--- src/rtl/bp_cmd_pkg.sv ---
// -----------------------------------------------------------------------------
// bp_cmd_pkg
// Shared definitions for the single-pin command sequencer:
//   - op_e      : two-bit frame opcode
//   - state_e   : frame parser states
//   - payload lengths per opcode, payload shift-register and counter widths
//   - payload_len() : payload bit count for a given opcode
// -----------------------------------------------------------------------------
package bp_cmd_pkg;

    typedef enum logic [1:0] {
        OP_IC_WR  = 2'b00,
        OP_BP_UPD = 2'b01,
        OP_DUMP   = 2'b10,
        OP_RSVD   = 2'b11
    } op_e;

    typedef enum logic [2:0] {
        ST_IDLE    = 3'd0,
        ST_OPC     = 3'd1,
        ST_PAYLOAD = 3'd2,
        ST_STOP    = 3'd3,
        ST_ISSUE   = 3'd4,
        ST_DUMP    = 3'd5
    } state_e;

    // Payload lengths in bits. IC_WR is address (8) followed by data (32).
    localparam int unsigned IC_WR_LEN  = 40;
    localparam int unsigned BP_UPD_LEN = 99;
    localparam int unsigned DUMP_LEN   = 0;

    // The payload register is sized for the longest frame.
    localparam int unsigned PAYLOAD_W  = BP_UPD_LEN;
    localparam int unsigned CNT_W      = 7;

    function automatic int unsigned payload_len(input op_e op);
        case (op)
            OP_IC_WR:  return IC_WR_LEN;
            OP_BP_UPD: return BP_UPD_LEN;
            default:   return DUMP_LEN;
        endcase
    endfunction

endpackage

--- src/rtl/bp_readout_shifter.sv ---
// -----------------------------------------------------------------------------
// bp_readout_shifter
// Parallel-load, MSB-first serialiser. The word loaded on load_i appears on
// ser_o starting the cycle after the load edge, one bit per clock, for WIDTH
// cycles. done_o is high while the final (LSB) bit is on ser_o. ser_o is 0
// whenever no word is being shifted out.
// Ports:
//   clk     : clock
//   rst_ni  : synchronous active-low reset
//   load_i  : capture data_i and start shifting
//   data_i  : word to shift out
//   ser_o   : serial output, MSB first
//   done_o  : last bit is being presented
// -----------------------------------------------------------------------------
module bp_readout_shifter #(
    parameter int unsigned WIDTH = 89
) (
    input  logic             clk,
    input  logic             rst_ni,
    input  logic             load_i,
    input  logic [WIDTH-1:0] data_i,
    output logic             ser_o,
    output logic             done_o
);

    localparam int unsigned CW = $clog2(WIDTH);

    logic [WIDTH-1:0] sr_q;
    logic [CW-1:0]    cnt_q;
    logic             active_q;

    always_ff @(posedge clk) begin
        if (!rst_ni) begin
            sr_q     <= '0;
            cnt_q    <= '0;
            active_q <= 1'b0;
        end else if (load_i) begin
            sr_q     <= data_i;
            cnt_q    <= CW'(WIDTH - 1);
            active_q <= 1'b1;
        end else if (active_q) begin
            if (cnt_q == '0) begin
                // Clearing the register is what returns ser_o to 0.
                active_q <= 1'b0;
                sr_q     <= '0;
            end else begin
                sr_q  <= {sr_q[WIDTH-2:0], 1'b0};
                cnt_q <= cnt_q - 1'b1;
            end
        end
    end

    assign ser_o  = sr_q[WIDTH-1];
    assign done_o = active_q && (cnt_q == '0);

endmodule

--- src/rtl/bp_cmd_sequencer.sv ---
// -----------------------------------------------------------------------------
// bp_cmd_sequencer
// Single-pin framed command decoder for the branch-predictor test top.
// Frame: start(1) opcode(2) payload(N, MSB first) stop(0).
//   00 IC_WR  : N=40  {address, data}          -> one-cycle ic_wren
//   01 BP_UPD : N=99  {PC, target, meta, dir, miss, ras} -> one-cycle bp_update
//   10 DUMP   : N=0   serialises {fetch_p_target, fetch_meta, fetch_p_dir, ic_q}
//                     on ser_out, MSB first, 89 bits
//   11        : dropped after the opcode
// Ports:
//   clk, reset (sync active-low), ser_in (command stream), ser_out (readout)
//   busy, frame_err (bad stop bit pulse)
//   ic_wren / ic_wraddress / ic_data            : cache write port
//   bp_update / bp_PC / bp_target / bp_meta /
//   bp_dir / bp_miss / bp_recover_ras           : predictor update port
//   fetch_p_target / fetch_meta / fetch_p_dir / ic_q : readout snapshot inputs
// Timing: with the start bit sampled at edge 0, frame_err rises at edge N+3
// and the command strobe at edge N+4, together with its fields.
// -----------------------------------------------------------------------------
module bp_cmd_sequencer
    import bp_cmd_pkg::*;
#(
    parameter int unsigned IC_AW  = 8,
    parameter int unsigned IC_DW  = 32,
    parameter int unsigned META_W = 24
) (
    input  logic              clk,
    input  logic              reset,
    input  logic              ser_in,
    output logic              ser_out,
    output logic              busy,
    output logic              frame_err,
    output logic              ic_wren,
    output logic [IC_AW-1:0]  ic_wraddress,
    output logic [IC_DW-1:0]  ic_data,
    output logic              bp_update,
    output logic [31:0]       bp_PC,
    output logic [31:0]       bp_target,
    output logic [31:0]       bp_meta,
    output logic              bp_dir,
    output logic              bp_miss,
    output logic              bp_recover_ras,
    input  logic [31:0]       fetch_p_target,
    input  logic [META_W-1:0] fetch_meta,
    input  logic              fetch_p_dir,
    input  logic [IC_DW-1:0]  ic_q
);

    localparam int unsigned RD_W = 32 + META_W + 1 + IC_DW;

    // BP_UPD payload layout, first-received field in the MSBs.
    localparam int unsigned PC_HI   = PAYLOAD_W - 1;
    localparam int unsigned TGT_HI  = PC_HI - 32;
    localparam int unsigned META_HI = TGT_HI - 32;

    state_e               state_q;
    op_e                  opcode_q;
    logic                 opc_hi_q;
    logic [CNT_W-1:0]     cnt_q;
    logic [PAYLOAD_W-1:0] payload_q;
    logic                 rearm_q;

    logic                 busy_q;
    logic                 frame_err_q;
    logic                 ic_wren_q;
    logic [IC_AW-1:0]     ic_wraddress_q;
    logic [IC_DW-1:0]     ic_data_q;
    logic                 bp_update_q;
    logic [31:0]          bp_pc_q;
    logic [31:0]          bp_target_q;
    logic [31:0]          bp_meta_q;
    logic                 bp_dir_q;
    logic                 bp_miss_q;
    logic                 bp_ras_q;

    op_e                  opc_next;
    logic                 dump_load;
    logic                 dump_done;
    logic [RD_W-1:0]      dump_word;

    // Opcode formed from the bit captured in the first OPC cycle and the
    // bit on the line now.
    assign opc_next  = op_e'({opc_hi_q, ser_in});

    // The snapshot is taken on the same edge that enters DUMP.
    assign dump_load = (state_q == ST_STOP) && (opcode_q == OP_DUMP) && !ser_in;
    assign dump_word = {fetch_p_target, fetch_meta, fetch_p_dir, ic_q};

    bp_readout_shifter #(
        .WIDTH (RD_W)
    ) u_readout (
        .clk    (clk),
        .rst_ni (reset),
        .load_i (dump_load),
        .data_i (dump_word),
        .ser_o  (ser_out),
        .done_o (dump_done)
    );

    always_ff @(posedge clk) begin
        if (!reset) begin
            state_q        <= ST_IDLE;
            opcode_q       <= OP_IC_WR;
            opc_hi_q       <= 1'b0;
            cnt_q          <= '0;
            payload_q      <= '0;
            rearm_q        <= 1'b0;
            busy_q         <= 1'b0;
            frame_err_q    <= 1'b0;
            ic_wren_q      <= 1'b0;
            ic_wraddress_q <= '0;
            ic_data_q      <= '0;
            bp_update_q    <= 1'b0;
            bp_pc_q        <= '0;
            bp_target_q    <= '0;
            bp_meta_q      <= '0;
            bp_dir_q       <= 1'b0;
            bp_miss_q      <= 1'b0;
            bp_ras_q       <= 1'b0;
        end else begin
            // Pulses default low so each lasts exactly one cycle.
            frame_err_q <= 1'b0;
            ic_wren_q   <= 1'b0;
            bp_update_q <= 1'b0;

            case (state_q)
                ST_IDLE: begin
                    cnt_q <= '0;
                    // After ISSUE/DUMP the line has to be seen low once
                    // before a new start bit counts.
                    if (!ser_in) begin
                        rearm_q <= 1'b0;
                    end else if (!rearm_q) begin
                        state_q <= ST_OPC;
                        busy_q  <= 1'b1;
                    end
                end

                ST_OPC: begin
                    if (cnt_q == '0) begin
                        opc_hi_q <= ser_in;
                        cnt_q    <= cnt_q + 1'b1;
                    end else begin
                        cnt_q    <= '0;
                        opcode_q <= opc_next;
                        if (opc_next == OP_RSVD) begin
                            state_q <= ST_IDLE;
                            busy_q  <= 1'b0;
                        end else if (payload_len(opc_next) != DUMP_LEN) begin
                            state_q <= ST_PAYLOAD;
                        end else begin
                            state_q <= ST_STOP;
                        end
                    end
                end

                ST_PAYLOAD: begin
                    payload_q <= {payload_q[PAYLOAD_W-2:0], ser_in};
                    if (cnt_q == CNT_W'(payload_len(opcode_q) - 1)) begin
                        cnt_q   <= '0;
                        state_q <= ST_STOP;
                    end else begin
                        cnt_q <= cnt_q + 1'b1;
                    end
                end

                ST_STOP: begin
                    if (ser_in) begin
                        frame_err_q <= 1'b1;
                        state_q     <= ST_IDLE;
                        busy_q      <= 1'b0;
                    end else if (opcode_q == OP_DUMP) begin
                        state_q <= ST_DUMP;
                    end else begin
                        state_q <= ST_ISSUE;
                    end
                end

                ST_ISSUE: begin
                    if (opcode_q == OP_IC_WR) begin
                        ic_wraddress_q <= payload_q[IC_AW+IC_DW-1 -: IC_AW];
                        ic_data_q      <= payload_q[IC_DW-1:0];
                        ic_wren_q      <= 1'b1;
                    end else begin
                        bp_pc_q     <= payload_q[PC_HI -: 32];
                        bp_target_q <= payload_q[TGT_HI -: 32];
                        bp_meta_q   <= payload_q[META_HI -: 32];
                        bp_dir_q    <= payload_q[2];
                        bp_miss_q   <= payload_q[1];
                        bp_ras_q    <= payload_q[0];
                        bp_update_q <= 1'b1;
                    end
                    state_q <= ST_IDLE;
                    busy_q  <= 1'b0;
                    rearm_q <= 1'b1;
                end

                ST_DUMP: begin
                    if (dump_done) begin
                        state_q <= ST_IDLE;
                        busy_q  <= 1'b0;
                        rearm_q <= 1'b1;
                    end
                end

                default: begin
                    state_q <= ST_IDLE;
                    busy_q  <= 1'b0;
                end
            endcase
        end
    end

    assign busy           = busy_q;
    assign frame_err      = frame_err_q;
    assign ic_wren        = ic_wren_q;
    assign ic_wraddress   = ic_wraddress_q;
    assign ic_data        = ic_data_q;
    assign bp_update      = bp_update_q;
    assign bp_PC          = bp_pc_q;
    assign bp_target      = bp_target_q;
    assign bp_meta        = bp_meta_q;
    assign bp_dir         = bp_dir_q;
    assign bp_miss        = bp_miss_q;
    assign bp_recover_ras = bp_ras_q;

endmodule

--- config.mk ---
export PLATFORM = sky130hd
export DESIGN_NAME = bp_cmd_sequencer
export DESIGN_NICKNAME = d
export VERILOG_FILES = /design/src/rtl/bp_cmd_pkg.sv /design/src/rtl/bp_readout_shifter.sv /design/src/rtl/bp_cmd_sequencer.sv
export SDC_FILE = /design/constraint.sdc
export NUM_CORES = 1
export LEC_CHECK = 0
export CAP_MARGIN = 15
export CORE_MARGIN = 8
export CORE_UTILIZATION = 45
export DETAILED_ROUTE_END_ITERATION = 12
export PLACE_DENSITY = 0.79
export SKIP_CTS_REPAIR_TIMING = 1
export SYNTH_ARGS = -nofsm -noshare
export SYNTH_HDL_FRONTEND = slang
export SYNTH_SLANG_ARGS = --single-unit
export TNS_END_PERCENT = 100
--- constraint.sdc ---
create_clock -name clk -period 2.2 [get_ports clk]
set_input_delay 0.66 -clock clk [delete_from_list [all_inputs] [get_ports clk]]
set_output_delay 0.66 -clock clk [all_outputs]
set_load 0.01 [all_outputs]
==> results.md <==
- Result of the run: finished clean
- Part of the total power dissipated in combinational logic: 6.7%
- Fmax: 472 MHz
- Max transition margin: about two thirds
- Initial antenna violation count: 1
- Clock share of power: a little under half
- Worst path setup slack after routing: 0.0825 ns
- Highest net fanout along the worst path: 2
- Num CTS Buffers: 37
- Endpoint kind of the worst setup timing path: output pin
- Post-route ant nets: 0
- Most common library cell in the layout ignoring fill and taps: sky130_fd_sc_hd__nand2_1
- Sequence of cells on the critical path: clkdlybuf4s50_1
- Count of pins on the block boundary: 236
- Worst Path Arrival: 1.46 ns
- Final critical path time including I/O delays and setup: approximately 2.1 ns
- Internal power summed over all cells: 10,400 µW
- Share of the yosys chip area belonging to registers: between 50 and 60%
- Number of global-route vias before repair: 11,400
- Root buffer selected by CTS: sky130_fd_sc_hd__clkbuf_16
- CP Launch Type: register
- Switching fraction of total power: 22.8%
- Setup-failing EPs final: 0
- Ratio of total power to cell area: ~790 nW/µm²
- Area of the placeable core: 28,700 µm²
- First drt pass iteration count: 5
- Synthesized instance count: 1,610
- Area share of the largest cell type after synthesis: 54.0%
- Final Net Count: 1,879
- Standard-cell rows: 62
- Post-layout util: between 50% and 60%
- Number of enable flip-flop cells after synthesis: 0
- Slowest library cell on the worst path: sky130_fd_sc_hd__clkdlybuf4s50_1
- Average wire per standard cell: 15.5 µm
- Port bufs: 235
- Leading cell types by total area after synthesis: sky130_fd_sc_hd__dfxtp_1, sky130_fd_sc_hd__nand2_1, sky130_fd_sc_hd__a21oi_1, sky130_fd_sc_hd__a221oi_1, sky130_fd_sc_hd__nor3_1
- Most Used Layer, Global Route: met2
- Synth async-reset ratio: 0%
- Number of DRC violations after detailed-routing iteration 0: 780
- Weighted congestion at the end of routability-driven global placement: 0.863
- DP HPWL: 21,900 µm
- Number of distinct library cells after synthesis: 54
- Setup TNS: 0 ns
- Via density per instance: ~5.4
- Die Area: ~35,000 µm²
- NetSw: 3090 µW
- GRT met1 Usage: between 20 and 25%
- Gr ovfl total: 0
- Area added between synthesis and finish: 30.5%
- Required time of the critical path: 1.54 ns
- Synthesized Nets: 1,707
- Non-filler cells, final: 2,194
- Leak pwr: 0.00568 µW
- Worst path top cell family by delay: buffers and inverters
- Clock Sink Count: 353
- Maximum clock path buffer count: 3
- Global routing met3 resource utilization: 3.93%
- Part of the total power dissipated in sequential elements: 48.1%
- Worst IR drop on VDD: 0.495 mV
- Post-synthesis instance area: around 13,000 µm²
- Crit path buf inv count: 1
- Delay of the slowest cell on the worst path: 0.60 ns
- Die Y-Extent: 187 µm
- Share of the clock period used by the worst path: 96.2%
- Final wirelength: 34,100 µm
- Count of endpoints failing hold in the final timing report: 0
- Warnings, synthesis: 0
- Synth Register Bits: 353
- Post-detailed-placement cell area: 15,900 µm²
- Post-synthesis cell type with the largest combined area: sky130_fd_sc_hd__dfxtp_1
- Global router's overall resource usage: 18.7%
- First-pass GRT wire length: between 50,000 and 60,000 µm
- Clock slew seen by the registers of the worst setup and hold paths: 0.06 ns
- Type of the tightest min-delay check: reg -> reg
- Initial core utilization: 45.6%
- Vias: between 10,000 and 15,000
- Reported max-cap violation count: 0
- Synth Area per Inst: around 8 µm²
- Grt met2 use: 32.6%
- Highest-count cells in the layout ignoring fill and taps: sky130_fd_sc_hd__nand2_1, sky130_fd_sc_hd__dfxtp_1, sky130_fd_sc_hd__a21oi_1
- Dominant synthesized flop cell: sky130_fd_sc_hd__dfxtp_1
- H-tree Lvls: 2
- Number of max-slew violations in the final report: 0
- Number of instances in the placed design: 2,127
- CTS tree: yes
- Clock insertion delay at the later pin of the skew report: 0.52 ns
- Maximum number of pins on one net before global-route repair: 117
- CP Class: reg -> out
- Dpl ws: -0.160 ns
- Unrepaired setup endpoints after global routing: false
- DRC violations left: 0
- Slew @ Worst Pin: 0.494 ns
- Fraction of layout cells with a size suffix above 1: under 10%
- Finished layout cell area: 17,100 µm²
- Worst clock skew: 0.0218 ns
- Chip width: 187 µm
[Yosys cell counts, types with 2 or more instances]
cell                       number
sky130_fd_sc_hd__a21boi_0       2
sky130_fd_sc_hd__a21oi_1      245
sky130_fd_sc_hd__a221oi_1      88
sky130_fd_sc_hd__a31o_1         2
sky130_fd_sc_hd__a31oi_1        4
sky130_fd_sc_hd__a31oi_2        2
sky130_fd_sc_hd__a32o_1         3
sky130_fd_sc_hd__and3_1         5
sky130_fd_sc_hd__buf_1          7
sky130_fd_sc_hd__buf_2         36
sky130_fd_sc_hd__clkbuf_1      89
sky130_fd_sc_hd__dfxtp_1      353
sky130_fd_sc_hd__ha_1           5
sky130_fd_sc_hd__inv_1          8
sky130_fd_sc_hd__inv_2          3
sky130_fd_sc_hd__mux2i_1        3
sky130_fd_sc_hd__nand2_1      494
sky130_fd_sc_hd__nand2b_1       2
sky130_fd_sc_hd__nand3_1       10
sky130_fd_sc_hd__nand4_1        2
sky130_fd_sc_hd__nand4b_1       2
sky130_fd_sc_hd__nor2_1       107
sky130_fd_sc_hd__nor2_2         2
sky130_fd_sc_hd__nor2_4         2
sky130_fd_sc_hd__nor2b_1        5
sky130_fd_sc_hd__nor3_1        91
sky130_fd_sc_hd__nor4b_1        2
sky130_fd_sc_hd__o21ai_0        4
sky130_fd_sc_hd__o22ai_1        2
sky130_fd_sc_hd__xnor2_1        3
sky130_fd_sc_hd__xor2_1         4
[power groups by stage]
stage	sequential [µW]	clock [µW]	combinational [µW]
2_1_floorplan	6610	0	538
3_3_place_gp	6640	0	885
3_5_place_dp	6640	0	895
4_1_cts	6500	6230	906
5_1_grt	6510	6540	978
6_report	6500	6110	905
[layer usage]
| metal | vias up | wire length (µm) |
|---|---|---|
| met5 | - | 0 |
| met4 | 0 | 1150 |
| met3 | 77 | 1810 |
| met2 | 316 | 16700 |
| met1 | 5542 | 14400 |
| li1 | 5816 | - |
[worst paths after layout]
check | start | end | slack (ns) | depth (start not counted)
worst max-delay path | bp_meta[31] | bp_meta[31] | 0.08 | 1
worst min-delay path | bp_target[20] | bp_target[20] | 0.45 | 2
worst max register to register | opcode_q[0] | cnt_q[3] | 0.19 | 8
worst min register to register | bp_target[20] | bp_target[20] | 0.45 | 2
[flip-flops by register name (all words and copies together), names as in the netlist, 2 cells and up]
signal / cells
ic_wraddress: 8
bp_target: 32
bp_meta: 32
payload_q: 99
opcode_q: 2
u_readout.sr_q: 89
bp_PC: 32
cnt_q: 7
u_readout.cnt_q: 7
ic_data: 32
state_q: 3
[cells by family (layout without fill, tap and decap cells)]
| logic type | count (synthesis) | after routing | share of synthesized area (%) |
|---|---|---|---|
| xor gates and xnor gates | 7 | 7 | 0.468 |
| other | 0 | 1 | 0 |
| buffers and inverters | 143 | 342 | 4.45 |
| and+or+nand+nor | 737 | 737 | 23.2 |
| adders and majority gates | 5 | 5 | 0.478 |
| AOI/OAI and AO/OA | 362 | 362 | 17.2 |
| muxes | 3 | 3 | 0.229 |
| DFF | 353 | 353 | 54.0 |
[metrics by stage]
stage	hold slack, ns	power (µW)
2_1_floorplan	0.432	7140
3_3_place_gp	0.442	7530
3_5_place_dp	0.446	7540
4_1_cts	0.454	13600
5_1_grt	0.471	14000
6_report	0.452	13500
[area by class of cell]
type / instances / area, µm²
well taps: 384 / 480
repair buffers: 265 / 2820
multi-input cells: 1114 / 5480
inverters: 11 / 48.8
clock inverters: 12 / 160
fillers: 2499 / 11600
flip-flops and latches: 353 / 7070
diodes: 1 / 2.50
clock buffers: 54 / 1030
[worst register-to-register path, delay by kind of cell, from the launching register on]
kind | cells | cell delay [ns]
AOI/OAI and AO/OA | 3 | 0.70
xor gates and xnor gates | 1 | 0.16
adders and majority gates | 1 | 0.29
buffers and inverters | 1 | 0.10
DFF | 1 | 0.39
and+or+nand+nor | 2 | 0.30
No activity file was read; power rests on OpenSTA's default activity.
==> RTL edit 1 (same flow settings) <==
Re-encode `state_e` (6 states) as Gray code, 3 bits wide.
--- a/src/rtl/bp_cmd_pkg.sv
+++ b/src/rtl/bp_cmd_pkg.sv
@@ -18,8 +18,8 @@
     typedef enum logic [2:0] {
-        ST_IDLE    = 3'd0,
-        ST_OPC     = 3'd1,
-        ST_PAYLOAD = 3'd2,
-        ST_STOP    = 3'd3,
-        ST_ISSUE   = 3'd4,
-        ST_DUMP    = 3'd5
+        ST_IDLE    = 3'b000,
+        ST_OPC     = 3'b001,
+        ST_PAYLOAD = 3'b011,
+        ST_STOP    = 3'b010,
+        ST_ISSUE   = 3'b110,
+        ST_DUMP    = 3'b111
     } state_e;
Check against the original RTL: same outputs for any inputs over 4 cycles, from zero or initial values and one cycle with reset low; so few cycles prove little.
==> RTL edit 1 against the original RTL <==
- cell area is 0.25% higher
- critical path depth stayed put
- count of clock-buffer cells in the layout is 1 higher
- maximum frequency is 1.1% lower
- area after synthesis is 0.96% lower
- clock power hardly changed
- total power is 3.3% lower
- clock skew is 0.0073 ns lower
- setup slack worse by 0.023 ns
- non-clock buffer count is 14 higher
- sequential cell count stayed put
- routed wire length is 1.4% lower
- highest routed layer unchanged
==> RTL edit 1: results <==
[drt]
vias_per_cell = 5.38
dr.pass1.iters = 5
drtIter0Drc = 1049
vias = 11900
routed_wl_um = 33600

[hold_path]
min_to = bp_PC[14]$_SDFFE_PN0P_
whs_path_depth = 2
hp-start = bp_PC[14]$_SDFFE_PN0P_

[pwr]
leakage_nw = 5.72
ir_drop_uv = 495

[finish]
diodes = 0
utilization = 0.600
drive_above_1_share = 0.0632
n_fill_cell = 2458
finalNetCount = 1891

[clocking]
cts_buffer_depth = 3
clkTransAtPathRegs_ns = 0.06
numCtsBuffers = 36
cts.htree.levels = 2
clockRootBuffer = clkbuf_16
clk_latency_ns = 0.52

[global_route]
grt_max_degree = 100
grt.total_usage = 0.188
first_global_vias = 11400
grt_pass1_wl_um = 55000
met3_usage = 0.0420
grt_use_met2 = 0.314
grt_antenna_before_repair = 0
grt_use_met1 = 0.241

[sta]
worst_clock_skew_ns = 0.0145
slew_viol_final = 0
fin_hold_ws_ns = 0.454
maxSlewHeadroom = 0.409

[setup_path]
r2r_slack_ns = 0.18
cp-startpoint = bp_PC[27]$_SDFFE_PN0P_
crit_slowest_cell = clkdlybuf4s50_1
reg2reg_from = u_readout.cnt_q[0]$_SDFFE_PP0P_
slowest_delay_ns = 0.58
r2r-end = busy$_SDFFE_PN0P_
reg2reg_depth = 7

[status]
status = completed

[place]
placed_cells = 2140
dpl.hpwl_um = 22600
gp_congestion = 0.826
numPortBuffers = 235
dpl_cell_area_mm2 = 0.0159

[yosys]
syn_nets = 1707
synth.top_cells.by_count = 496 x nand2_1, 353 x dfxtp_1, 250 x a21oi_1
ys_types = 40
synthTopCellsByArea = dfxtp_1 55%, nand2_1 14%, a21oi_1 9.7%, a221oi_1 6.0%, nor3_1 3.8%
seq_area_frac_synth = 0.545
## RTL edit 1: worst max path at each step
stage	end	slack [ns]	cells past startpoint
3_3_place_gp	busy$_SDFFE_PN0P_	0.03	5
2_1_floorplan	state_q[1]$_SDFFE_PN0P_	0.22	8
3_5_place_dp	u_readout.sr_q[39]$_SDFFE_PN0P_	0.01	6
6_report	bp_PC[27]	0.06	1
4_1_cts	bp_PC[27]	0.02	1
5_1_grt	ic_wraddress[7]	0.01	1
## RTL edit 1: final cells by class
type	count	area share
Multi-Input combinational cell	1113	0.315
Clock inverter	10	0.00906
Timing Repair Buffer	279	0.171
Tap cell	384	0.0281
Inverter	11	0.00285
Clock buffer	55	0.0609
Sequential cell	353	0.413
## RTL edit 1: kinds of logic (layout without fill, tap and decap cells)
family | Yosys count | count (layout) | share of synthesized area
AND/OR/NAND/NOR | 738 | 738 | 0.232
AO/OA/AOI/OAI | 358 | 358 | 0.167
flip-flops | 353 | 353 | 0.545
buffers and inverters | 144 | 355 | 0.0422
XOR/XNOR | 8 | 8 | 0.00541
adder cells (fa/ha/maj) | 5 | 5 | 0.00483
multiplexers | 4 | 4 | 0.00309
## RTL edit 1: metrics by stage
stage / power (mW) / worst slack (ns)
3_3_place_gp: 7.09 / 0.0251
6_report: 13.1 / 0.0593
2_1_floorplan: 6.80 / 0.224
3_5_place_dp: 7.10 / 0.0110
5_1_grt: 13.5 / 0.0120
4_1_cts: 13.2 / 0.0224
## RTL edit 1: power breakdown
group	internal, mW	switching [mW]
clock	3.65	2.47
sequential	6.41	0.0252
combinational	0.247	0.281
## RTL edit 1: layer usage
metal  part of all wire  vias up
met4              0.021        0
met2               0.47      412
met3              0.081       54
met5                  0        -
li1                   -     5832
met1               0.43     5557
==> RTL edit 2 (config.mk and constraints unchanged) <==
Made on the original files. Set the parameter `IC_DW` to 64 (it was 32).
--- a/src/rtl/bp_cmd_sequencer.sv
+++ b/src/rtl/bp_cmd_sequencer.sv
@@ -23,3 +23,3 @@
     parameter int unsigned IC_AW  = 8,
-    parameter int unsigned IC_DW  = 32,
+    parameter int unsigned IC_DW  = 64,
     parameter int unsigned META_W = 24
Ports: changed (resized ic_data and ic_q); port bits go from 236 to 300. The function was not compared with the original's and may differ.
==> RTL edit 2 against the original RTL <==
- synthesized cell count is 18% higher
- sequential cell count grew 64
- area after synthesis is 18% higher
- combinational power increased by 15%
- total power up 21%
- cell area rose by 20%
- setup slack lost 0.036 ns
- routed wire length increased by 24%
- global-route usage is 1.4 points higher
- highest routed layer unchanged
==> RTL edit 2: results <==
[yosys]
seq_area_frac_synth = 0.543
ys_types = 49
synth.top_cells.by_count = 555 x nand2_1, 417 x dfxtp_1, 279 x a21oi_1
synthTopCellsByArea = dfxtp_1 54%, nand2_1 14%, a21oi_1 9.1%, a221oi_1 6.9%, nor3_1 4.0%

[setup_path]
cp-startpoint = bp_meta[4]$_SDFFE_PN0P_
reg2reg_from = cnt_q[6]$_SDFFE_PN0P_
slowest_delay_ns = 0.58

[finish]
largest_reg_flops = 121
multi_input_gates = 1306
n_fill_cell = 2834
nNonClkBuffers = 337
seq_cell_count = 417
inv_count = 10
clock_buffers = 61
clk_share = 0.0748
seq_area_mm2 = 0.00835

[drt]
drtIter0Drc = 1173

[pwr]
ir_drop_uv = 485
leakage_nw = 6.97

[global_route]
grt.total_usage = 0.201
first_global_vias = 13600
grt_max_degree = 161

[sta]
worst_slew_pin_slew_ns = 0.683
worst_clock_skew_ns = 0.0208

[place]
numPortBuffers = 299

[status]
status = completed
[RTL edit 2: changes by cell type after synthesis, sizes merged, moves of 20 or more]
cell,change
dfxtp,+64
nand2,+61
clkbuf,+50
nor2,+35
a21oi,+34
a221oi,+33
nor3,+32
buf,-20
[RTL edit 2: power breakdown]
group	internal, mW	total (mW)	leakage (nW)	switching (mW)
logic	0.454	1.04	2.86	0.587
registers	7.59	7.63	3.36	0.0447
clock network	4.80	7.73	0.758	2.93
[RTL edit 2: stage by stage]
stage / cell area (µm²) / worst slack, ns / cells
floorplan: 15400 / 0.132 / 1895
global placement: 18900 / -0.234 / 2518
detailed placement: 18900 / -0.287 / 2518
CTS: 20400 / -0.00668 / 2595
global route: 20500 / 0.000217 / 2595
finish: 20500 / 0.0464 / 2596
[RTL edit 2: logic make-up (layout without fill, tap and decap cells)]
family	count (synthesis)	after routing	synth area share
mux	3	3	0.00195
fa+ha+maj	5	5	0.00407
simple gates	862	862	0.229
other cells	0	1	0
flops	417	417	0.543
xor+xnor	7	7	0.00399
compound gates	429	429	0.175
buf+inv	172	424	0.0433
[RTL edit 2: final timing paths]
kind                                 to  slack [ns]  cells after the start
min          bp_target[20]$_SDFFE_PN0P_        0.45                      2
max                          bp_meta[4]        0.05                      1
min reg2reg  bp_target[20]$_SDFFE_PN0P_        0.45                      2
max reg2reg       cnt_q[2]$_SDFFE_PN0P_        0.13                      5
[RTL edit 2: routing by layer]
| metal | track usage | up-vias | wire (µm) |
|---|---|---|---|
| li1 | - | 6922 | - |
| met1 | 0.260 | 6811 | 18200 |
| met2 | 0.328 | 503 | 19800 |
| met3 | 0.0539 | 63 | 3420 |
| met4 | 0.0520 | 0 | 762 |
| met5 | 0 | - | 0 |
